File: src/rtl/mem_access_stage.sv
// Memory-access pipeline stage with the MEM/WB pipeline register.
// Loads and stores go out on a request/acknowledge data-memory port. The
// stage stalls upstream while an access is outstanding. Other instructions
// reach MEM/WB one cycle after they are presented.
//
// Handshake: mem_req rises on the edge that accepts a memory op. mem_req,
// mem_we, mem_addr, mem_wdata and mem_byte_en then stay constant until the
// edge that ends the access. The access ends on the first cycle with
// mem_ack = 1; mem_rdata is sampled in that same cycle. If no ack arrives,
// the access is forced to end after TIMEOUT cycles. Upstream keeps its
// EX/MEM contents while stall = 1 and moves on at an edge where stall = 0.
module mem_access_stage #(
  parameter int TIMEOUT = 64
) (
  input  logic        clk,
  input  logic        reset,
  input  logic        in_valid,
  input  logic [63:0] alu_result,
  input  logic [63:0] store_data,
  input  logic [63:0] noBrPC,
  input  logic        MemRead,
  input  logic        MemWrite,
  input  logic        byte_op,
  input  logic        MemtoReg,
  input  logic        BL_op,
  input  logic        RegWrite,
  input  logic [4:0]  Rd,
  output logic        stall,
  output logic        mem_req,
  output logic        mem_we,
  output logic [63:0] mem_addr,
  output logic [63:0] mem_wdata,
  output logic [7:0]  mem_byte_en,
  input  logic        mem_ack,
  input  logic [63:0] mem_rdata,
  output logic        wb_valid,
  output logic [63:0] wb_alu_result,
  output logic [63:0] wb_read_data,
  output logic [63:0] wb_noBrPC,
  output logic        wb_MemtoReg,
  output logic        wb_BL_op,
  output logic        wb_RegWrite,
  output logic [4:0]  wb_Rd,
  output logic        misalign_err,
  output logic        timeout_err
);

  typedef enum logic {IDLE, ACCESS} state_t;

  localparam logic [7:0] LAST_WAIT = 8'(TIMEOUT - 1);

  state_t      state;
  logic [7:0]  wait_cnt;

  // Fields captured when a memory op is accepted, replayed into MEM/WB on completion
  logic [63:0] lat_alu;
  logic [63:0] lat_noBrPC;
  logic        lat_MemtoReg;
  logic        lat_BL_op;
  logic        lat_RegWrite;
  logic [4:0]  lat_Rd;
  logic        lat_byte;
  logic        lat_load;

  logic        is_mem;
  logic        ack_done;
  logic        to_done;
  logic        done;
  logic [63:0] load_data;

  assign is_mem   = MemRead | MemWrite;
  assign ack_done = (state == ACCESS) && mem_ack;
  assign to_done  = (state == ACCESS) && !mem_ack && (wait_cnt == LAST_WAIT);
  assign done     = ack_done | to_done;

  // Stall while a new memory op is being accepted or an access is still pending
  always_comb begin
    stall = 1'b0;
    if (state == IDLE) stall = in_valid & is_mem;
    else               stall = !done;
  end

  // Load data: pick the addressed byte (zero-extended) or the full doubleword.
  // A timed-out or store access writes zero into read_data.
  always_comb begin
    load_data = 64'd0;
    if (ack_done && lat_load) begin
      if (lat_byte) load_data = {56'd0, mem_rdata[{lat_alu[2:0], 3'b000} +: 8]};
      else          load_data = mem_rdata;
    end
  end

  // Stage FSM, memory port registers and MEM/WB register
  always_ff @(posedge clk or posedge reset) begin
    if (reset) begin
      state         <= IDLE;
      wait_cnt      <= 8'd0;
      mem_req       <= 1'b0;
      mem_we        <= 1'b0;
      mem_addr      <= 64'd0;
      mem_wdata     <= 64'd0;
      mem_byte_en   <= 8'd0;
      lat_alu       <= 64'd0;
      lat_noBrPC    <= 64'd0;
      lat_MemtoReg  <= 1'b0;
      lat_BL_op     <= 1'b0;
      lat_RegWrite  <= 1'b0;
      lat_Rd        <= 5'd0;
      lat_byte      <= 1'b0;
      lat_load      <= 1'b0;
      wb_valid      <= 1'b0;
      wb_alu_result <= 64'd0;
      wb_read_data  <= 64'd0;
      wb_noBrPC     <= 64'd0;
      wb_MemtoReg   <= 1'b0;
      wb_BL_op      <= 1'b0;
      wb_RegWrite   <= 1'b0;
      wb_Rd         <= 5'd0;
      misalign_err  <= 1'b0;
      timeout_err   <= 1'b0;
    end else begin
      case (state)
        IDLE: begin
          wait_cnt <= 8'd0;
          if (in_valid && is_mem) begin
            state        <= ACCESS;
            mem_req      <= 1'b1;
            mem_we       <= MemWrite;
            mem_addr     <= byte_op ? alu_result : {alu_result[63:3], 3'b000};
            mem_byte_en  <= byte_op ? (8'b1 << alu_result[2:0]) : 8'hFF;
            mem_wdata    <= byte_op ? {8{store_data[7:0]}} : store_data;
            lat_alu      <= alu_result;
            lat_noBrPC   <= noBrPC;
            lat_MemtoReg <= MemtoReg;
            lat_BL_op    <= BL_op;
            lat_RegWrite <= RegWrite;
            lat_Rd       <= Rd;
            lat_byte     <= byte_op;
            lat_load     <= MemRead & ~MemWrite;
            if (!byte_op && (alu_result[2:0] != 3'b000)) misalign_err <= 1'b1;
            wb_valid     <= 1'b0;
            wb_RegWrite  <= 1'b0;
          end else if (in_valid) begin
            wb_valid      <= 1'b1;
            wb_alu_result <= alu_result;
            wb_read_data  <= 64'd0;
            wb_noBrPC     <= noBrPC;
            wb_MemtoReg   <= MemtoReg;
            wb_BL_op      <= BL_op;
            wb_RegWrite   <= RegWrite;
            wb_Rd         <= Rd;
          end else begin
            wb_valid    <= 1'b0;
            wb_RegWrite <= 1'b0;
          end
        end
        ACCESS: begin
          if (done) begin
            state         <= IDLE;
            mem_req       <= 1'b0;
            wait_cnt      <= 8'd0;
            wb_valid      <= 1'b1;
            wb_alu_result <= lat_alu;
            wb_read_data  <= load_data;
            wb_noBrPC     <= lat_noBrPC;
            wb_MemtoReg   <= lat_MemtoReg;
            wb_BL_op      <= lat_BL_op;
            wb_RegWrite   <= lat_RegWrite;
            wb_Rd         <= lat_Rd;
            if (to_done) timeout_err <= 1'b1;
          end else begin
            wait_cnt    <= wait_cnt + 8'd1;
            wb_valid    <= 1'b0;
            wb_RegWrite <= 1'b0;
          end
        end
        default: state <= IDLE;
      endcase
    end
  end

endmodule

File: config.mk
export PLATFORM = sky130hd
export DESIGN_NAME = mem_access_stage
export DESIGN_NICKNAME = d
export VERILOG_FILES = /design/src/rtl/mem_access_stage.sv
export SDC_FILE = /design/constraint.sdc
export NUM_CORES = 1
export LEC_CHECK = 0
export ABC_AREA = 1
export BUFFER_PORTS_ARGS = -buffer_cell sky130_fd_sc_hd__buf_2
export CORE_AREA = 3 3 240 242
export CTS_BUF_LIST = sky130_fd_sc_hd__clkbuf_8
export CTS_CLUSTER_DIAMETER = 50
export DETAILED_ROUTE_END_ITERATION = 16
export DIE_AREA = 0 0 243 245
export GPL_TIMING_DRIVEN = 0
export SYNTH_ARGS = -nofsm -noshare
export SYNTH_HDL_FRONTEND = slang
export SYNTH_SLANG_ARGS = --single-unit
File: constraint.sdc
create_clock -name clk -period 18 [get_ports clk]
set_clock_uncertainty 0.1 [all_clocks]
set_input_delay 1.8 -clock clk [delete_from_list [all_inputs] [get_ports clk]]
set_output_delay 1.8 -clock clk [all_outputs]
set_load 0.02 [all_outputs]
==> tab_implementation.tex <==
\begin{tabular}{lr}
\hline
Metric & Value \\
\hline
\multicolumn{2}{l}{\textbf{Finish}} \\
\quad Final core utilization & 0.453 \\
\quad Area of the multi-input gates & between 0.006 and 0.007 sq mm \\
\quad \# fillers & 5721 \\
\quad Area added between synthesis and finish & 29.3\% \\
\quad Nets & 3366 \\
\quad Design area & $\sim$0.025 sq mm \\
\quad Fraction of layout instances using a drive strength above 1 & 0.275 \\
\quad Area taken by flip-flops and latches & 0.0107 sq mm \\
\multicolumn{2}{l}{\textbf{Power}} \\
\quad P\_sw & roughly 0.0013 W \\
\quad Part of the total power dissipated in combinational logic & 0.322 \\
\quad Internal portion of total power & between 0.002 and 0.0025 W \\
\quad Power density over the cells & $\sim$130 mW/mm\^{}2 \\
\quad Net switching share of the total power & 0.382 \\
\quad Standby leakage power & 13.5 nW \\
\quad Flop pwr share & 0.396 \\
\quad Clock network power share & 0.281 \\
\quad Worst voltage drop across the vdd grid & between 0.00006 and 0.00007 V \\
\multicolumn{2}{l}{\textbf{Global route}} \\
\quad First-pass GRT wire length & about 110 mm \\
\quad Vias in the first global route & 18.1k \\
\quad Number of antenna violations at the first check in global routing & 11 \\
\quad Sum of overflow across all layers after global routing & 0 \\
\quad Total global-route track usage & 0.239 \\
\quad Pin count of the biggest net entering global routing & 128 \\
\multicolumn{2}{l}{\textbf{Route}} \\
\quad Average vias per placed instance & $\sim$4.6 \\
\quad Met3 WL post-DR & around 5.2 mm \\
\quad Post-Route WL & a little over 70 mm \\
\quad Number of routed nets with antenna violations & 0 \\
\quad Number of remaining DRC errors & 0 \\
\quad Number of violations reported at the end of detailed-routing iteration 0 & 1001 \\
\quad Uppermost layer routed & met5 \\
\quad DR vias & around 18k \\
\quad Detailed-routed wire length on met2 & roughly 35 mm \\
\quad Routed length on met1 & around 29 mm \\
\quad Iteration count of the initial detailed-routing pass & 7 \\
\quad Average detailed-routed wire length per instance & approximately 19 um \\
\multicolumn{2}{l}{\textbf{Yosys}} \\
\quad Part of the Yosys area used for sequential elements & 0.552 \\
\quad Dominant cells by area after synthesis & sky130\_fd\_sc\_hd\_\_dfrtp\_1, sky130\_fd\_sc\_hd\_\_nand2\_1, sky130\_fd\_sc\_hd\_\_o21ai\_0 \\
\quad Post-synth top flop & sky130\_fd\_sc\_hd\_\_dfrtp\_1 \\
\quad Yosys cell types & 30 \\
\quad Ys Warns & 0 \\
\quad Number of nets produced by synthesis & roughly 2.7k \\
\quad Top cell type's share of synthesized area & 0.552 \\
\quad Synthesized netlist cell count & between 2k and 2.5k \\
\quad Cell taking the most area after synthesis & sky130\_fd\_sc\_hd\_\_dfrtp\_1 \\
\quad Share of async-settable or async-resettable flops after synthesis & 1.00 \\
\quad Synthesis-stage register bit count & roughly 430 \\
\quad Summed instance area of the synthesized netlist & between 0.015 and 0.02 sq mm \\
\quad Number of enable flip-flop cells after synthesis & 0 \\
\quad Leading cell type by number of instances after synthesis & sky130\_fd\_sc\_hd\_\_nand2\_1 \\
\quad Top post-synthesis cells by count & sky130\_fd\_sc\_hd\_\_nand2\_1, sky130\_fd\_sc\_hd\_\_dfrtp\_1, sky130\_fd\_sc\_hd\_\_inv\_1 \\
\quad Average cell area after synthesis & a little over 8 sq um \\
\multicolumn{2}{l}{\textbf{Timing}} \\
\quad Setup-failing EPs final & 0 \\
\quad Worst Hold Margin & roughly 360 ps \\
\quad Max-slew violations & 0 \\
\quad Min Clock Period, post-route & 5460 ps \\
\quad Worst relative slew slack & 0.268 \\
\quad Total negative setup slack & 0 ps \\
\quad Upper clock frequency limit & roughly 180 MHz \\
\quad RSZ-0062 raised after global routing & no \\
\quad Actual transition at the worst max-transition pin & around 1100 ps \\
\quad Final hold violations & 0 \\
\quad Fraction of the cycle the final worst path needs & 0.303 \\
\multicolumn{2}{l}{\textbf{CTS}} \\
\quad \# resized after CTS & 0 \\
\quad Hold-fix buffers at CTS & 0 \\
\quad CTS buffer count & slightly below 80 \\
\quad Reg clk slew, reported paths & around 60 ps \\
\quad CTS tree & yes \\
\quad Clock latency at the later pin of the worst-skew pair & $\sim$650 ps \\
\quad Setup Buffers After CTS & 0 \\
\quad Max H-tree Level & 3 \\
\quad Number of clock sinks seen by CTS & $\sim$430 \\
\quad Maximum clock insertion buffer count & 3 \\
\quad Clk Tree Root Cell & sky130\_fd\_sc\_hd\_\_clkbuf\_8 \\
\multicolumn{2}{l}{\textbf{Job}} \\
\quad Max-cap violations & 0 \\
\multicolumn{2}{l}{\textbf{Critical path}} \\
\quad Data required time of the critical path & 16100 ps \\
\quad CP Capture Type & primary output \\
\quad CP Launch Type & input pin \\
\quad Critical setup path kind & in2out \\
\quad Signal arrival time at the worst endpoint & between 3000 and 4000 ps \\
\quad Crit path max fanout & 10 \\
\multicolumn{2}{l}{\textbf{Floorplan}} \\
\quad Die Outline Area & just under 0.06 sq mm \\
\quad Core Rows & 86 \\
\quad Die height & approximately 250 um \\
\quad Core region area & $\sim$0.055 sq mm \\
\quad Die Span X & roughly 240 um \\
\quad Starting utilization of the core area & 0.350 \\
\quad Number of top-level design ports & 613 \\
\multicolumn{2}{l}{\textbf{Outcome}} \\
\quad Run status & finished clean \\
\multicolumn{2}{l}{\textbf{Placement}} \\
\quad Count of buffers inserted at the top-level ports & approximately 610 \\
\quad Gp weighted congestion & roughly 0.94 \\
\quad Area after DPL & 0.0235 sq mm \\
\quad Sum of net half-perimeters after detailed placement & $\sim$55 mm \\
\multicolumn{2}{l}{\textbf{Min path}} \\
\quad Type of the tightest min-delay check & reg2reg \\
\hline
\end{tabular}
[layout make-up]
cell class	count	share of cell area
multi-input cells	1376	0.243
clock inverters	30	0.00789
flip-flops and latches	427	0.427
well taps	748	0.0374
clock buffers	100	0.0549
repair buffers	614	0.125
plain buffers	201	0.0439
inverters	397	0.0598
diodes	8	0.000799
[critical path, stage by stage]
cell and delay (ps):
sky130_fd_sc_hd__buf_2 100, sky130_fd_sc_hd__nor2_1 200, sky130_fd_sc_hd__nor3_2 130, sky130_fd_sc_hd__inv_2 120, sky130_fd_sc_hd__buf_2 290, sky130_fd_sc_hd__buf_1 560
sky130_fd_sc_hd__nand2_1 150, sky130_fd_sc_hd__buf_2 200
[logic make-up after synthesis]
logic type / synth area share
AO/OA/AOI/OAI: 0.137
buffers and inverters: 0.134
flip-flops: 0.552
XOR/XNOR: 0.000452
adder cells (fa/ha/maj): 0.000646
AND/OR/NAND/NOR: 0.177
[power groups by stage]
stage               clock [W]  combinational, W  sequential, W
floorplan                   0          0.000458        0.00153
global placement            0           0.00108        0.00134
detailed placement          0           0.00109        0.00134
CTS                  0.000968           0.00109        0.00133
global route          0.00102           0.00119        0.00136
finish               0.000944           0.00108        0.00133
[routing by layer]
metal / global-route usage / up-vias
li1: - / 8806
met1: 0.287 / 8498
met2: 0.406 / 663
met3: 0.0626 / 164
met4: 0.107 / 8
met5: 0 / -
[placed cells by master (no fill, tap or decap), types with 10 or more instances in the layout]
| cell | Yosys | layout |
|---|---|---|
| sky130_fd_sc_hd__buf_2 | 47 | 658 |
| sky130_fd_sc_hd__nand2_1 | 610 | 610 |
| sky130_fd_sc_hd__dfrtp_1 | 427 | 427 |
| sky130_fd_sc_hd__inv_1 | 393 | 410 |
| sky130_fd_sc_hd__o21ai_0 | 319 | 319 |
| sky130_fd_sc_hd__o21ai_1 | 159 | 159 |
| sky130_fd_sc_hd__nand3_1 | 131 | 131 |
| sky130_fd_sc_hd__clkbuf_8 | 0 | 100 |
| sky130_fd_sc_hd__nor2_1 | 75 | 75 |
| sky130_fd_sc_hd__clkbuf_1 | 71 | 71 |
| sky130_fd_sc_hd__buf_4 | 71 | 71 |
| sky130_fd_sc_hd__a21oi_1 | 45 | 45 |
| sky130_fd_sc_hd__buf_1 | 10 | 10 |
[sequential cells by signal (all words and copies together) (netlist names), 3 cells and up]
signal and cells:
lat_alu 3, wait_cnt 8, mem_byte_en 8, mem_addr 64, wb_read_data 64, mem_wdata 64, lat_noBrPC 64, wb_alu_result 64
wb_noBrPC 64, wb_Rd 5, lat_Rd 5
[path summary, 6_finish.rpt]
kind / startpoint / endpoint / slack [ps] / cells after the start
max in group asynchronous: reset / wb_Rd[0]$_DFFE_PP0P_ / 15620 / 3
worst min-delay path: wait_cnt[0]$_DFF_PP0_ / wait_cnt[0]$_DFF_PP0_ / 360 / 1
min in group asynchronous: reset / mem_byte_en[3]$_DFFE_PP0P_ / 1120 / 2
worst max-delay path: MemWrite / stall / 12540 / 8
worst min register to register: wait_cnt[0]$_DFF_PP0_ / wait_cnt[0]$_DFF_PP0_ / 360 / 1
worst max register to register: state$_DFF_PP0_ / mem_wdata[11]$_DFFE_PP0P_ / 15270 / 5
[through the flow]
stage	worst slack, ps	power, W	instances
floorplan	4210	0.00199	2401
global placement	-1220	0.00242	3760
detailed placement	12480	0.00243	3763
CTS	12470	0.00339	3893
global route	12350	0.00356	3899
finish	12540	0.00335	3901
No activity file was read; power rests on OpenSTA's default activity.
